--- src/rtl/cpu_ctrl_pkg.sv ---
// Shared definitions for the pipeline hazard/interrupt control block:
// FSM state encoding, default peripheral base address and field widths.
package cpu_ctrl_pkg;

  localparam int unsigned REG_IDX_W = 5;
  localparam int unsigned ADDR_W    = 32;
  localparam int unsigned CNT_W     = 4;
  localparam int unsigned STALL_W   = 16;

  localparam logic [ADDR_W-1:0] PERIPH_BASE_DEF = 32'h4000_0000;

  typedef enum logic [1:0] {
    ST_RUN    = 2'd0,
    ST_MWAIT  = 2'd1,
    ST_IENTER = 2'd2
  } hcu_state_e;

endpackage

--- src/rtl/mem_wait_timer.sv ---
// Loadable down-counter timing the remaining peripheral wait cycles.
// Ports:
//   clk, rst_n   clock / async active-low reset
//   i_load       load i_load_val (has priority over decrement)
//   i_load_val   value to load
//   i_dec        decrement by one; ignored once the count is zero
//   o_zero       count is zero
module mem_wait_timer
  import cpu_ctrl_pkg::*;
(
  input  logic             clk,
  input  logic             rst_n,
  input  logic             i_load,
  input  logic [CNT_W-1:0] i_load_val,
  input  logic             i_dec,
  output logic             o_zero
);

  logic [CNT_W-1:0] r_cnt;

  // Count register; never wraps below zero.
  always_ff @(posedge clk or negedge rst_n) begin
    if (!rst_n) begin
      r_cnt <= '0;
    end else if (i_load) begin
      r_cnt <= i_load_val;
    end else if (i_dec && (r_cnt != '0)) begin
      r_cnt <= r_cnt - CNT_W'(1);
    end
  end

  assign o_zero = (r_cnt == '0);

endmodule

--- src/rtl/hazard_control_unit.sv ---
// Pipeline hazard control: load-use stalls, branch/jump squashes,
// peripheral-access freezes and interrupt entry sequencing.
// Ports:
//   sysclk, reset              clock / async active-low reset
//   ID_*, EX_*, MEM_*          stage information used for hazard detection
//   IRQ, Kernel_Mode, IRQ_Done interrupt request, mask and re-arm
//   PC_Write .. WB_Bubble      combinational pipeline register controls
//   IRQ_Take                   one-cycle interrupt-entry tag for ID
//   Stall_Cnt                  saturating count of cycles with PC frozen
module hazard_control_unit
  import cpu_ctrl_pkg::*;
#(
  parameter int unsigned       MEM_WAIT    = 2,
  parameter logic [ADDR_W-1:0] PERIPH_BASE = PERIPH_BASE_DEF
) (
  input  logic                 sysclk,
  input  logic                 reset,
  input  logic [REG_IDX_W-1:0] ID_Rs,
  input  logic [REG_IDX_W-1:0] ID_Rt,
  input  logic                 ID_UsesRt,
  input  logic                 ID_Jump,
  input  logic                 EX_MemRead,
  input  logic [REG_IDX_W-1:0] EX_Rt,
  input  logic                 EX_BranchTaken,
  input  logic                 MEM_MemAccess,
  input  logic [ADDR_W-1:0]    MEM_Addr,
  input  logic                 IRQ,
  input  logic                 Kernel_Mode,
  input  logic                 IRQ_Done,
  output logic                 PC_Write,
  output logic                 IF_ID_Write,
  output logic                 IF_Flush,
  output logic                 ID_Flush,
  output logic                 Pipe_Hold,
  output logic                 WB_Bubble,
  output logic                 IRQ_Take,
  output logic [STALL_W-1:0]   Stall_Cnt
);

  localparam bit               WAIT_EN   = (MEM_WAIT != 0);
  // The detection cycle in RUN counts as the first wait cycle.
  localparam logic [CNT_W-1:0] WAIT_LOAD = WAIT_EN ? CNT_W'(MEM_WAIT - 1) : '0;

  hcu_state_e         r_state, w_next_state;
  logic               r_irq_busy;
  logic [STALL_W-1:0] r_stall_cnt;
  logic               w_mem_hit, w_lu, w_cnt_zero, w_cnt_load, w_cnt_dec;

  assign w_mem_hit = WAIT_EN && MEM_MemAccess && (MEM_Addr >= PERIPH_BASE);
  assign w_lu      = EX_MemRead && (EX_Rt != '0) &&
                     ((EX_Rt == ID_Rs) || (ID_UsesRt && (EX_Rt == ID_Rt)));

  mem_wait_timer u_mem_wait_timer (
    .clk        (sysclk),
    .rst_n      (reset),
    .i_load     (w_cnt_load),
    .i_load_val (WAIT_LOAD),
    .i_dec      (w_cnt_dec),
    .o_zero     (w_cnt_zero)
  );

  // State register.
  always_ff @(posedge sysclk or negedge reset) begin
    if (!reset) r_state <= ST_RUN;
    else        r_state <= w_next_state;
  end

  // Next state and pipeline controls.
  always_comb begin
    w_next_state = r_state;
    PC_Write     = 1'b1;
    IF_ID_Write  = 1'b1;
    IF_Flush     = 1'b0;
    ID_Flush     = 1'b0;
    Pipe_Hold    = 1'b0;
    WB_Bubble    = 1'b0;
    IRQ_Take     = 1'b0;
    w_cnt_load   = 1'b0;
    w_cnt_dec    = 1'b0;
    case (r_state)
      ST_RUN: begin
        if (w_mem_hit) begin
          PC_Write     = 1'b0;
          IF_ID_Write  = 1'b0;
          Pipe_Hold    = 1'b1;
          WB_Bubble    = 1'b1;
          w_cnt_load   = 1'b1;
          w_next_state = ST_MWAIT;
        end else if (EX_BranchTaken) begin
          IF_Flush = 1'b1;
          ID_Flush = 1'b1;
        end else if (w_lu) begin
          PC_Write    = 1'b0;
          IF_ID_Write = 1'b0;
          ID_Flush    = 1'b1;
        end else if (ID_Jump) begin
          IF_Flush = 1'b1;
        end else if (IRQ && !Kernel_Mode && !r_irq_busy) begin
          w_next_state = ST_IENTER;
        end
      end
      ST_MWAIT: begin
        // Hazard inputs are ignored while the pipeline is frozen.
        if (!w_cnt_zero) begin
          PC_Write    = 1'b0;
          IF_ID_Write = 1'b0;
          Pipe_Hold   = 1'b1;
          WB_Bubble   = 1'b1;
          w_cnt_dec   = 1'b1;
        end else begin
          w_next_state = ST_RUN;
        end
      end
      ST_IENTER: begin
        IRQ_Take     = 1'b1;
        IF_Flush     = 1'b1;
        w_next_state = ST_RUN;
      end
      default: w_next_state = ST_RUN;
    endcase
  end

  // Interrupt re-arm flag; a set in IENTER beats a coincident IRQ_Done.
  always_ff @(posedge sysclk or negedge reset) begin
    if (!reset)                    r_irq_busy <= 1'b0;
    else if (r_state == ST_IENTER) r_irq_busy <= 1'b1;
    else if (IRQ_Done)             r_irq_busy <= 1'b0;
  end

  // Saturating stall-cycle counter.
  always_ff @(posedge sysclk or negedge reset) begin
    if (!reset)                                  r_stall_cnt <= '0;
    else if (!PC_Write && (r_stall_cnt != '1))   r_stall_cnt <= r_stall_cnt + STALL_W'(1);
  end

  assign Stall_Cnt = r_stall_cnt;

endmodule

--- config.mk ---
export PLATFORM = sky130hd
export DESIGN_NAME = hazard_control_unit
export DESIGN_NICKNAME = d
export VERILOG_FILES = /design/src/rtl/cpu_ctrl_pkg.sv /design/src/rtl/mem_wait_timer.sv /design/src/rtl/hazard_control_unit.sv
export SDC_FILE = /design/constraint.sdc
export NUM_CORES = 1
export LEC_CHECK = 0
export CAP_MARGIN = 20
export CORE_UTILIZATION = 35
export CTS_CLUSTER_SIZE = 12
export DETAILED_ROUTE_END_ITERATION = 16
export GPL_TIMING_DRIVEN = 0
export PLACE_DENSITY_LB_ADDON = 0.05
export SLEW_MARGIN = 15
export SYNTH_ARGS = -nofsm -noshare
export SYNTH_HDL_FRONTEND = slang
export SYNTH_SLANG_ARGS = --single-unit
--- constraint.sdc ---
create_clock -name sysclk -period 7.5 [get_ports sysclk]
set_clock_uncertainty 0.2 [all_clocks]
set_input_delay 1.875 -clock sysclk [delete_from_list [all_inputs] [get_ports sysclk]]
set_output_delay 1.875 -clock sysclk [all_outputs]
set_load 0.03 [all_outputs]
==> metrics.txt, run 1 <==
# TYPE chip_impl_metric gauge
chip_impl_info{name="status",value="finished clean"} 1
chip_impl_metric{name="power_frac_clock",unit="%"} 13.2
chip_impl_info{name="grt_setup_unrepaired",value="no"} 1
chip_impl_metric{name="design.core.area",unit="um2"} 3470
chip_impl_info{name="synthDominantAreaCellType",value="sky130_fd_sc_hd__dfrtp_1"} 1
chip_impl_metric{name="max-vdd-ir-drop",unit="V"} 0.000191
chip_impl_metric{name="final-instance-count-excl-fill",unit=""} 234
chip_impl_metric{name="seq_area_frac_synth",unit="%"} 43.4
chip_impl_metric{name="syn_area_per_cell",unit="um2"} 9.81
chip_impl_info{name="critPathCaptureType",value="output port"} 1
chip_impl_metric{name="post_dp_cell_area",unit="um2"} 1870
chip_impl_metric{name="globalplace.congestion",unit=""} 0.746
chip_impl_metric{name="number_of_resized_instances_in_the_post_cts_repair_step",unit=""} 0
chip_impl_metric{name="core.rowCount",unit=""} 21
chip_impl_metric{name="floorplan.die.width",unit="um"} 63.5
chip_impl_metric{name="grtUsageTotal",unit="%"} 15.7
chip_impl_metric{name="synth_top_area_share",unit="%"} 43.4
chip_impl_metric{name="floorplan_die_area",unit="um2"} 4040
chip_impl_metric{name="syn_nets",unit=""} 194
chip_impl_metric{name="worst-r2r-cell-count",unit=""} 7
chip_impl_metric{name="design.portCount",unit=""} 80
chip_impl_metric{name="timing.max_slew.rel_slack",unit="%"} 50.0
chip_impl_metric{name="detail_route.vias_per_cell",unit=""} 4.97
chip_impl_metric{name="final_max_slew_viol_count",unit=""} 0
chip_impl_metric{name="fill_cells",unit=""} 340
chip_impl_metric{name="post_cts_setup_repair_buffer_count",unit=""} 0
chip_impl_metric{name="max_cap_viol_count",unit=""} 0
chip_impl_metric{name="routed_wire_length_per_instance",unit="um"} 12.5
chip_impl_metric{name="dpl.cell_count",unit=""} 230
chip_impl_metric{name="numClockSinks",unit=""} 23
chip_impl_metric{name="critical_path_required",unit="ps"} 5430
chip_impl_metric{name="worst-slew-pin-transition",unit="ps"} 748
chip_impl_metric{name="dp_hpwl",unit="mm"} 2.27
chip_impl_metric{name="finalInstanceArea",unit="um2"} 1910
chip_impl_metric{name="drt_iter0_markers",unit=""} 24
chip_impl_metric{name="clk_pin_slew_worst_paths",unit="ps"} 80
chip_impl_metric{name="vias",unit=""} 1164
chip_impl_metric{name="fin_nets",unit=""} 248
chip_impl_metric{name="asyncSetResetFlopFracSynth",unit="%"} 100
chip_impl_metric{name="buffer_ports.inserted",unit=""} 49
chip_impl_metric{name="ant_diodes",unit=""} 0
chip_impl_metric{name="final_number_of_setup_violating_endpoints",unit=""} 0
chip_impl_metric{name="power.combinational.fraction",unit="%"} 53.4
chip_impl_metric{name="grt_overflow",unit=""} 0
chip_impl_metric{name="initial_utilization",unit="%"} 38.2
chip_impl_metric{name="setup_tns_after_final_layout",unit="ps"} 0
chip_impl_info{name="worst_r2r_start",value="u_mem_wait_timer.r_cnt[0]"} 1
chip_impl_metric{name="grt_max_degree",unit=""} 24
chip_impl_metric{name="via_count_of_the_first_global_routing_pass",unit=""} 1165
chip_impl_info{name="tritoncts_clock_tree",value="done"} 1
chip_impl_info{name="hold_path_startpoint",value="Stall_Cnt[11]"} 1
chip_impl_metric{name="die_height",unit="um"} 63.5
chip_impl_metric{name="path_max_fanout",unit=""} 10
chip_impl_info{name="worstSetupPathType",value="primary input to output port"} 1
chip_impl_info{name="worst_setup_path_startpoint",value="EX_Rt[1]"} 1
chip_impl_metric{name="postSynthRegisterBits",unit=""} 23
chip_impl_metric{name="clock_latency",unit="ps"} 270
chip_impl_metric{name="cts_max_level",unit=""} 1
chip_impl_metric{name="cts_buffers",unit=""} 3
chip_impl_metric{name="drt.antenna.violating_nets",unit=""} 0
chip_impl_metric{name="ys.warnings.count",unit=""} 0
chip_impl_info{name="synth-main-ff-cell",value="sky130_fd_sc_hd__dfrtp_1"} 1
chip_impl_metric{name="clock.fmax",unit="MHz"} 155
chip_impl_metric{name="power.switching_fraction",unit="%"} 41.7
chip_impl_metric{name="min_path_cells",unit=""} 1
chip_impl_metric{name="cellPowerDensity",unit="nW/um2"} 306
chip_impl_metric{name="firstDrtPassIters",unit=""} 4
chip_impl_metric{name="synth-edff-count",unit=""} 0
chip_impl_metric{name="multi_input_combinational_cell_area",unit="um2"} 704
chip_impl_metric{name="cts_buffer_depth",unit=""} 2
chip_impl_metric{name="global_route_wire_length_before_repair",unit="mm"} 5.02
chip_impl_metric{name="totalWireLength",unit="mm"} 2.93
chip_impl_info{name="critPathLaunchType",value="primary input"} 1
chip_impl_metric{name="synth_cell_types",unit=""} 31
chip_impl_metric{name="net_switching",unit="W"} 0.000245
chip_impl_metric{name="layout_min_cycle_time",unit="ps"} 6450
chip_impl_metric{name="timing.critical_path.arrival",unit="ps"} 4380
chip_impl_metric{name="initial_antenna_violation_count",unit=""} 0
chip_impl_metric{name="share_seq_of_total_power",unit="%"} 33.4
chip_impl_metric{name="syn_to_final_growth",unit="%"} 44.5
chip_impl_info{name="cts-root-buf",value="sky130_fd_sc_hd__clkbuf_8"} 1
chip_impl_info{name="holdCritPathClass",value="flip-flop to flip-flop"} 1
chip_impl_metric{name="post_cts_hold_buffer_count",unit=""} 0
chip_impl_info{name="post_synth_main_area_contributors",value="sky130_fd_sc_hd__dfrtp_1 43%, sky130_fd_sc_hd__xnor2_1 17%, sky130_fd_sc_hd__nand4_1 4.7%"} 1
chip_impl_metric{name="drt_drc_violations_left",unit=""} 0
chip_impl_metric{name="leak_pwr",unit="nW"} 0.781
chip_impl_metric{name="timing.final.crit_share",unit="%"} 86.0
chip_impl_metric{name="post_synth_instance_area",unit="um2"} 1330
chip_impl_metric{name="post_route_cells_drive_above_1_share",unit="%"} 7.98
chip_impl_metric{name="area.sequential",unit="um2"} 576
chip_impl_metric{name="syn_inst",unit=""} 135
chip_impl_metric{name="timing_hold_violations_final",unit=""} 0
chip_impl_metric{name="internal-power",unit="W"} 0.000342
## cells in the mapped netlist, types with 2 or more instances
library cell / n
sky130_fd_sc_hd__and3_1: 6
sky130_fd_sc_hd__or2_2: 2
sky130_fd_sc_hd__inv_1: 5
sky130_fd_sc_hd__ha_1: 2
sky130_fd_sc_hd__nand3_1: 10
sky130_fd_sc_hd__nor3_1: 3
sky130_fd_sc_hd__buf_4: 2
sky130_fd_sc_hd__o21ai_0: 3
sky130_fd_sc_hd__nand4_1: 10
sky130_fd_sc_hd__nor3b_1: 2
sky130_fd_sc_hd__nor2_1: 9
sky130_fd_sc_hd__and4_1: 3
sky130_fd_sc_hd__xnor2_1: 26
sky130_fd_sc_hd__nand2_1: 8
sky130_fd_sc_hd__dfrtp_1: 23
sky130_fd_sc_hd__nand2b_1: 3
sky130_fd_sc_hd__xor2_1: 2
sky130_fd_sc_hd__a21oi_1: 3
## power by group through the flow
| stage | logic, W | clock network (W) | registers [W] |
|---|---|---|---|
| 6_report | 0.000313 | 0.0000775 | 0.000196 |
| 5_1_grt | 0.000341 | 0.0000862 | 0.000203 |
| 3_5_place_dp | 0.000317 | 0 | 0.000198 |
| 4_1_cts | 0.000318 | 0.0000813 | 0.000196 |
| 2_1_floorplan | 0.000168 | 0 | 0.000228 |
| 3_3_place_gp | 0.000311 | 0 | 0.000196 |
## path summary, 6_finish.rpt
check | endpoint | slack (ps)
worst max-delay path | PC_Write | 1050
worst min register to register | Stall_Cnt[11] | 290
min in group asynchronous | u_mem_wait_timer.r_cnt[0] | 1370
max in group asynchronous | Stall_Cnt[5] | 5370
worst min-delay path | Stall_Cnt[11] | 290
worst max register to register | Stall_Cnt[1] | 5020
## sequential cells by signal, summed over array words and instances (netlist names)
name	cells
Stall_Cnt	16
r_irq_busy	1
r_state	2
u_mem_wait_timer.r_cnt	4
## cell usage in the layout, fill, tap and decap left out, types with 2 or more instances in the layout
cell	Yosys	layout
sky130_fd_sc_hd__nor3_1	3	3
sky130_fd_sc_hd__clkbuf_8	0	3
sky130_fd_sc_hd__a21oi_1	3	3
sky130_fd_sc_hd__and4_1	3	3
sky130_fd_sc_hd__ha_1	2	2
sky130_fd_sc_hd__clkdlybuf4s50_1	0	48
sky130_fd_sc_hd__nand3_1	10	10
sky130_fd_sc_hd__nand4_1	10	10
sky130_fd_sc_hd__nor2_1	9	9
sky130_fd_sc_hd__inv_1	5	5
sky130_fd_sc_hd__xnor2_1	26	26
sky130_fd_sc_hd__or2_2	2	2
sky130_fd_sc_hd__o21ai_0	3	3
sky130_fd_sc_hd__nor3b_1	2	2
sky130_fd_sc_hd__xor2_1	2	2
sky130_fd_sc_hd__nand2b_1	3	3
sky130_fd_sc_hd__dfrtp_1	23	23
sky130_fd_sc_hd__and3_1	6	6
sky130_fd_sc_hd__nand2_1	8	8
sky130_fd_sc_hd__buf_4	2	2
## layout make-up
type	instances	share of cell area (%)
clock buffers	3	2.16
flip-flops and latches	23	30.1
well taps	46	3.01
repair buffers	49	25.4
plain buffers	3	1.37
inverters	5	0.980
clock inverters	1	0.261
multi-input cells	104	36.8
## per-layer routing
layer  part of all wire, %  GRT usage [%]  vias to the layer above
met4                   1.2           4.26                        0
met5                     0              0                        -
li1                      -              -                      576
met2                    49           27.4                       33
met3                   5.4           4.17                        4
met1                    45           18.7                      551
## through the flow
stage | utilization, % | hold slack, ps | total power, W | setup WS [ps]
after CTS | 55.3 | 292 | 0.000596 | 1040
final | 55.2 | 285 | 0.000587 | 1050
after global placement | 54.0 | 273 | 0.000507 | 1050
after global routing | 55.2 | 317 | 0.000630 | 974
after floorplan | - | 290 | 0.000397 | 2000
after detailed placement | 54.0 | 280 | 0.000515 | 1040
## cell families (layout without fill, tap and decap cells)
kind of cell | count (synthesis) | count (layout) | synth area share, %
xor+xnor | 28 | 28 | 18.5
flops | 23 | 23 | 43.4
simple gates | 61 | 61 | 25.6
compound gates | 12 | 12 | 6.33
mux | 1 | 1 | 0.850
fa+ha+maj | 2 | 2 | 1.89
buf+inv | 8 | 61 | 3.40
## critical path, cell delays in order
cell and delay (ps):
sky130_fd_sc_hd__clkdlybuf4s50_1 460, sky130_fd_sc_hd__or4_1 560, sky130_fd_sc_hd__o21ai_2 150, sky130_fd_sc_hd__nor2_1 70, sky130_fd_sc_hd__a21o_4 240, sky130_fd_sc_hd__buf_6 150
sky130_fd_sc_hd__nand2_1 100, sky130_fd_sc_hd__buf_4 110, sky130_fd_sc_hd__clkdlybuf4s50_1 650
No activity file was read; power rests on OpenSTA's default activity.
==> run 2: changes to the inputs <==
--- a/config.mk
+++ b/config.mk
@@ -6,7 +6,9 @@
 export NUM_CORES = 1
 export LEC_CHECK = 0
 export CAP_MARGIN = 20
-export CORE_UTILIZATION = 35
+export CELL_PAD_IN_SITES_DETAIL_PLACEMENT = 2
+export CELL_PAD_IN_SITES_GLOBAL_PLACEMENT = 2
+export CORE_UTILIZATION = 22
 export CTS_CLUSTER_SIZE = 12
 export DETAILED_ROUTE_END_ITERATION = 16
 export GPL_TIMING_DRIVEN = 0
==> run 2 against run 1 <==
Net effect: cell area grew 2.7%; via count rose by 4.5%; worst hold slack better by 11 ps; sequential power about the same; global-route usage down 2.1 points; die area up 57%; setup slack got worse by 39 ps; clock power grew 3.7%; utilization shrank 20 points; sequential share of layout area decreased by 0.80 points; critical path depth unchanged; register-to-register slack lost 80 ps; largest cell class unchanged; highest routed layer unchanged.
==> metrics.txt, run 2 (synthesis results as in run 1) <==
# TYPE chip_impl_metric gauge
chip_impl_metric{name="clk_pin_slew_worst_paths",unit="ps"} 90
chip_impl_info{name="holdCritPathClass",value="flip-flop to flip-flop"} 1
chip_impl_metric{name="drt_drc_violations_left",unit=""} 0
chip_impl_metric{name="layout_min_cycle_time",unit="ps"} 6490
chip_impl_metric{name="fin_nets",unit=""} 249
chip_impl_metric{name="grtUsageTotal",unit="%"} 13.5
chip_impl_metric{name="cts_buffers",unit=""} 3
chip_impl_metric{name="routed_wire_length_per_instance",unit="um"} 15.0
chip_impl_metric{name="timing.final.crit_share",unit="%"} 86.5
chip_impl_info{name="critPathCaptureType",value="output port"} 1
chip_impl_metric{name="timing.critical_path.arrival",unit="ps"} 4420
chip_impl_metric{name="cts_max_level",unit=""} 1
chip_impl_metric{name="totalWireLength",unit="mm"} 3.91
chip_impl_metric{name="grt_max_degree",unit=""} 15
chip_impl_metric{name="cellPowerDensity",unit="nW/um2"} 305
chip_impl_metric{name="post_cts_setup_repair_buffer_count",unit=""} 0
chip_impl_info{name="critical_path.slowest_cell",value="sky130_fd_sc_hd__clkdlybuf4s50_1"} 1
chip_impl_metric{name="max-vdd-ir-drop",unit="V"} 0.000124
chip_impl_info{name="worst_path_most_repeated_cell",value="sky130_fd_sc_hd__clkdlybuf4s50_1"} 1
chip_impl_metric{name="path_max_fanout",unit=""} 10
chip_impl_metric{name="clock_latency",unit="ps"} 270
chip_impl_info{name="critical_path_cell_list",value="clkdlybuf4s50_1 > or4_1 > o21ai_2 > nor2_1 > a21o_4 > buf_6 > nand2_1 > buf_4 > clkdlybuf4s50_1"} 1
chip_impl_metric{name="number_of_resized_instances_in_the_post_cts_repair_step",unit=""} 0
chip_impl_info{name="status",value="finished clean"} 1
chip_impl_metric{name="min_path_cells",unit=""} 1
chip_impl_metric{name="ant_diodes",unit=""} 0
chip_impl_metric{name="timing.max_slew.rel_slack",unit="%"} 43.3
chip_impl_metric{name="initial_antenna_violation_count",unit=""} 0
chip_impl_metric{name="vias",unit=""} 1216
chip_impl_info{name="hold_path_startpoint",value="Stall_Cnt[11]"} 1
chip_impl_metric{name="max_cap_viol_count",unit=""} 0
chip_impl_metric{name="buffer_ports.inserted",unit=""} 49
chip_impl_info{name="worst_r2r_start",value="u_mem_wait_timer.r_cnt[0]"} 1
chip_impl_metric{name="final_number_of_setup_violating_endpoints",unit=""} 0
chip_impl_metric{name="area.sequential",unit="um2"} 576
chip_impl_metric{name="core.rowCount",unit=""} 27
chip_impl_info{name="r2r-end",value="Stall_Cnt[1]"} 1
chip_impl_info{name="mostFrequentLayoutCells",value="49 x sky130_fd_sc_hd__clkdlybuf4s50_1, 26 x sky130_fd_sc_hd__xnor2_1, 23 x sky130_fd_sc_hd__dfrtp_1"} 1
chip_impl_metric{name="drt.antenna.violating_nets",unit=""} 0
chip_impl_metric{name="die_height",unit="um"} 79.6
chip_impl_metric{name="worst-r2r-cell-count",unit=""} 7
chip_impl_metric{name="timing_hold_violations_final",unit=""} 0
chip_impl_metric{name="multi_input_combinational_cell_area",unit="um2"} 704
chip_impl_info{name="layout_commonest_cell",value="sky130_fd_sc_hd__clkdlybuf4s50_1"} 1
chip_impl_info{name="tritoncts_clock_tree",value="done"} 1
chip_impl_info{name="worstHoldEndpoint",value="Stall_Cnt[11]"} 1
chip_impl_metric{name="design.portCount",unit=""} 80
chip_impl_metric{name="setup_tns_after_final_layout",unit="ps"} 0
chip_impl_metric{name="syn_to_final_growth",unit="%"} 48.4
chip_impl_info{name="cts-root-buf",value="sky130_fd_sc_hd__clkbuf_8"} 1
chip_impl_metric{name="firstDrtPassIters",unit=""} 2
chip_impl_metric{name="dp_hpwl",unit="mm"} 3.21
chip_impl_metric{name="post_cts_hold_buffer_count",unit=""} 0
chip_impl_metric{name="final_max_slew_viol_count",unit=""} 0
chip_impl_metric{name="initial_utilization",unit="%"} 23.5
chip_impl_metric{name="drt_iter0_markers",unit=""} 35
chip_impl_info{name="critical-path-top-delay-family",value="buffers and inverters"} 1
chip_impl_metric{name="design.core.area",unit="um2"} 5640
chip_impl_info{name="critPathLaunchType",value="primary input"} 1
chip_impl_metric{name="post_route_cells_drive_above_1_share",unit="%"} 7.94
chip_impl_metric{name="critical_path_required",unit="ps"} 5430
chip_impl_metric{name="regToRegSetupSlack",unit="ps"} 4940
chip_impl_metric{name="grt_overflow",unit=""} 0
chip_impl_metric{name="cp.buffers_inverters",unit=""} 4
chip_impl_metric{name="numClockSinks",unit=""} 23
chip_impl_metric{name="crit_path_max_incr_delay",unit="ps"} 650
chip_impl_metric{name="globalplace.congestion",unit=""} 0.721
chip_impl_metric{name="largest_register_ff_count",unit=""} 16
chip_impl_metric{name="fill_cells",unit=""} 624
chip_impl_metric{name="detail_route.vias_per_cell",unit=""} 4.66
chip_impl_metric{name="fin_total_pwr",unit="W"} 0.000599
chip_impl_metric{name="clock.fmax",unit="MHz"} 154
chip_impl_info{name="grt_setup_unrepaired",value="no"} 1
chip_impl_metric{name="floorplan.die.width",unit="um"} 79.6
chip_impl_metric{name="floorplan_die_area",unit="um2"} 6340
chip_impl_metric{name="leak_pwr",unit="nW"} 0.788
chip_impl_metric{name="worst-slew-pin-transition",unit="ps"} 848
chip_impl_metric{name="via_count_of_the_first_global_routing_pass",unit=""} 1342
chip_impl_info{name="worstSetupPathType",value="primary input to output port"} 1
chip_impl_metric{name="dpl.cell_count",unit=""} 257
chip_impl_metric{name="global_route_wire_length_before_repair",unit="mm"} 6.52
chip_impl_metric{name="cts_buffer_depth",unit=""} 2
chip_impl_metric{name="final-instance-count-excl-fill",unit=""} 261
## run 2: cell types whose count changed in the layout (fill, tap and decap cells not counted), sizes merged
cell and change:
clkdlybuf4s50 +1
## run 2: metal layers
metal	track usage [%]	wire length (um)	vias up
li1	-	-	579
met1	16.2	1700	601
met2	24.0	2030	30
met3	2.74	125	6
met4	4.00	57	0
met5	0	0	-
## run 2: area by class of cell
type	instances	area share (%)
multi-input cells	104	35.8
inverters	5	0.954
repair buffers	50	25.7
plain buffers	3	1.34
clock inverters	1	0.254
flip-flops and latches	23	29.3
clock buffers	3	2.10
well taps	72	4.58
## run 2: metrics by stage
| stage | cell area [um2] | hold WS [ps] | utilization, % | setup slack [ps] |
|---|---|---|---|---|
| global placement | 1910 | 286 | 33.8 | 1040 |
| global route | 1970 | 340 | 34.9 | 859 |
| finish | 1970 | 297 | 34.9 | 1010 |
| detailed placement | 1920 | 286 | 34.0 | 979 |
| floorplan | 1330 | 290 | - | 2000 |
| CTS | 1970 | 306 | 34.9 | 981 |
## run 2: how the worst max path moves through the flow
stage	startpoint	end	slack, ps	cells after the start
4_1_cts	EX_Rt[1]	PC_Write	980	9
3_3_place_gp	EX_Rt[1]	PC_Write	1040	9
2_1_floorplan	EX_Rt[1]	PC_Write	2000	7
3_5_place_dp	EX_Rt[2]	PC_Write	980	9
6_report	EX_Rt[1]	PC_Write	1010	9
5_1_grt	EX_Rt[2]	PC_Write	860	9
## run 2: where the power goes
group          internal (W)  switching [W]  leakage (nW)
Combinational      0.000148       0.000172         0.465
Clock             0.0000372      0.0000432        0.0255
Sequential         0.000158      0.0000403         0.298
Total              0.000344       0.000256         0.788
==> patch: new RTL, flow settings as in run 2 <==
Put a register stage on the output `IRQ_Take`, without a reset. The value now appears one clock later. The other outputs are not delayed to match. Comments in the files are not updated.
--- a/src/rtl/hazard_control_unit.sv
+++ b/src/rtl/hazard_control_unit.sv
@@ -41,6 +41,8 @@
   // The detection cycle in RUN counts as the first wait cycle.
   localparam logic [CNT_W-1:0] WAIT_LOAD = WAIT_EN ? CNT_W'(MEM_WAIT - 1) : '0;
 
+  logic IRQ_Take_d;
+
   hcu_state_e         r_state, w_next_state;
   logic               r_irq_busy;
   logic [STALL_W-1:0] r_stall_cnt;
@@ -74,7 +76,7 @@
     ID_Flush     = 1'b0;
     Pipe_Hold    = 1'b0;
     WB_Bubble    = 1'b0;
-    IRQ_Take     = 1'b0;
+    IRQ_Take_d   = 1'b0;
     w_cnt_load   = 1'b0;
     w_cnt_dec    = 1'b0;
     case (r_state)
@@ -112,7 +114,7 @@
         end
       end
       ST_IENTER: begin
-        IRQ_Take     = 1'b1;
+        IRQ_Take_d   = 1'b1;
         IF_Flush     = 1'b1;
         w_next_state = ST_RUN;
       end
@@ -135,5 +137,9 @@
 
   assign Stall_Cnt = r_stall_cnt;
 
+  always_ff @(posedge sysclk) begin
+    IRQ_Take <= IRQ_Take_d;
+  end
+
 endmodule
 
Function: changed (Yosys sat finds a counterexample within 4 cycles, from zero or initial values and one cycle with reset low).
==> patch against run 2 <==
- sequential cell count up 1
- wire length down 3.5%
- area after synthesis up 0.85%
- power up 1.6%
- design area up 1.3%
- worst setup slack better by 0.10 ns
- register-to-register slack better by 0.11 ns
- critical path type unchanged
- largest cell class unchanged
- largest power group unchanged
==> patch: results (changes against run 2) <==
NumNets Final 242 (-2.8%); DR pass1 iterations 4 (+2); status completed; GRT met1 Usage 15.7% (-0.50 points); Synth top cells by count dfrtp_1, xnor2_1, xor2_1; Fin Hold WS 0.300 ns (+0.00364 ns); worst relative slew slack 59.4% (+16 points); Synth area leaders dfrtp_1, xnor2_1, xor2_1, and3_1, nand4_1; reg2reg end Stall_Cnt[14]$_DFFE_PN0P_; first-pass GRT wire length 6.21 mm (-4.8%); Unique masters post-synth 34 (+9.7%); Routed Wire Length 3.77 mm (-3.5%); # fillers 656 (+5.1%); HP Start Stall_Cnt[5]$_DFFE_PN0P_; share of cells above drive strength 1 8.79% (+0.85 points); grt met3 use 2.63% (-0.11 points); hpwl dp 2.95 mm (-8.2%); Met2 Routed Length 1.86 mm (-8.2%); P_sw 248 uW (-2.8%); sequential share of the synthesized area 44.6% (+1.1 points); R2R depth 8 (+1); worst endpoint data arrival time 4.31 ns (-0.11 ns); number of global-route vias before repair 1,277 (-4.8%); pin count of the biggest net entering global routing 17 (+2); WHS Endpoint Stall_Cnt[5]$_DFFE_PN0P_
==> patch: kinds of logic (layout without fill, tap and decap cells) <==
family          Yosys count  after routing  share of synthesized area (%)
compound gates            9              9                           5.24
flops                    24             24                           44.6
buf+inv                  10             64                           4.03
fa+ha+maj                 2              2                           1.87
simple gates             54             54                           24.4
mux                       3              3                           2.81
xor+xnor                 26             26                           17.0
==> patch: cell type report <==
cell class / count / area (um^2) / share of cell area (%)
multi-input combinational: 94 / 687 / 34.5
sequential: 24 / 596 / 29.9
timing repair buffer: 50 / 518 / 26.0
tap: 75 / 93.8 / 4.71
clock buffer: 4 / 45.0 / 2.26
buffer: 4 / 31.3 / 1.57
inverter: 6 / 22.5 / 1.13
==> patch: power groups by stage <==
| stage | clock network [mW] | registers [mW] | logic [mW] |
|---|---|---|---|
| 3_5_place_dp | 0 | 0.198 | 0.339 |
| 4_1_cts | 0.0875 | 0.195 | 0.341 |
| 3_3_place_gp | 0 | 0.196 | 0.329 |
| 2_1_floorplan | 0 | 0.226 | 0.181 |
| 5_1_grt | 0.0912 | 0.201 | 0.362 |
| 6_report | 0.0803 | 0.194 | 0.334 |
==> patch: critical path: stages <==
cell and delay [ns]:
clkdlybuf4s50_1 0.47, or4_1 0.56, o21a_1 0.20, nand2_1 0.10
o21bai_4 0.11, buf_6 0.17, inv_1 0.07, buf_4 0.10
clkdlybuf4s50_1 0.65
==> patch: per-stage QoR <==
step	area (um^2)	setup slack, ns	std cells
after global routing	1990	0.929	257
after floorplan	1340	2.05	128
after CTS	1990	1.06	257
after global placement	1920	1.10	252
after detailed placement	1950	1.06	253
final	1990	1.11	257
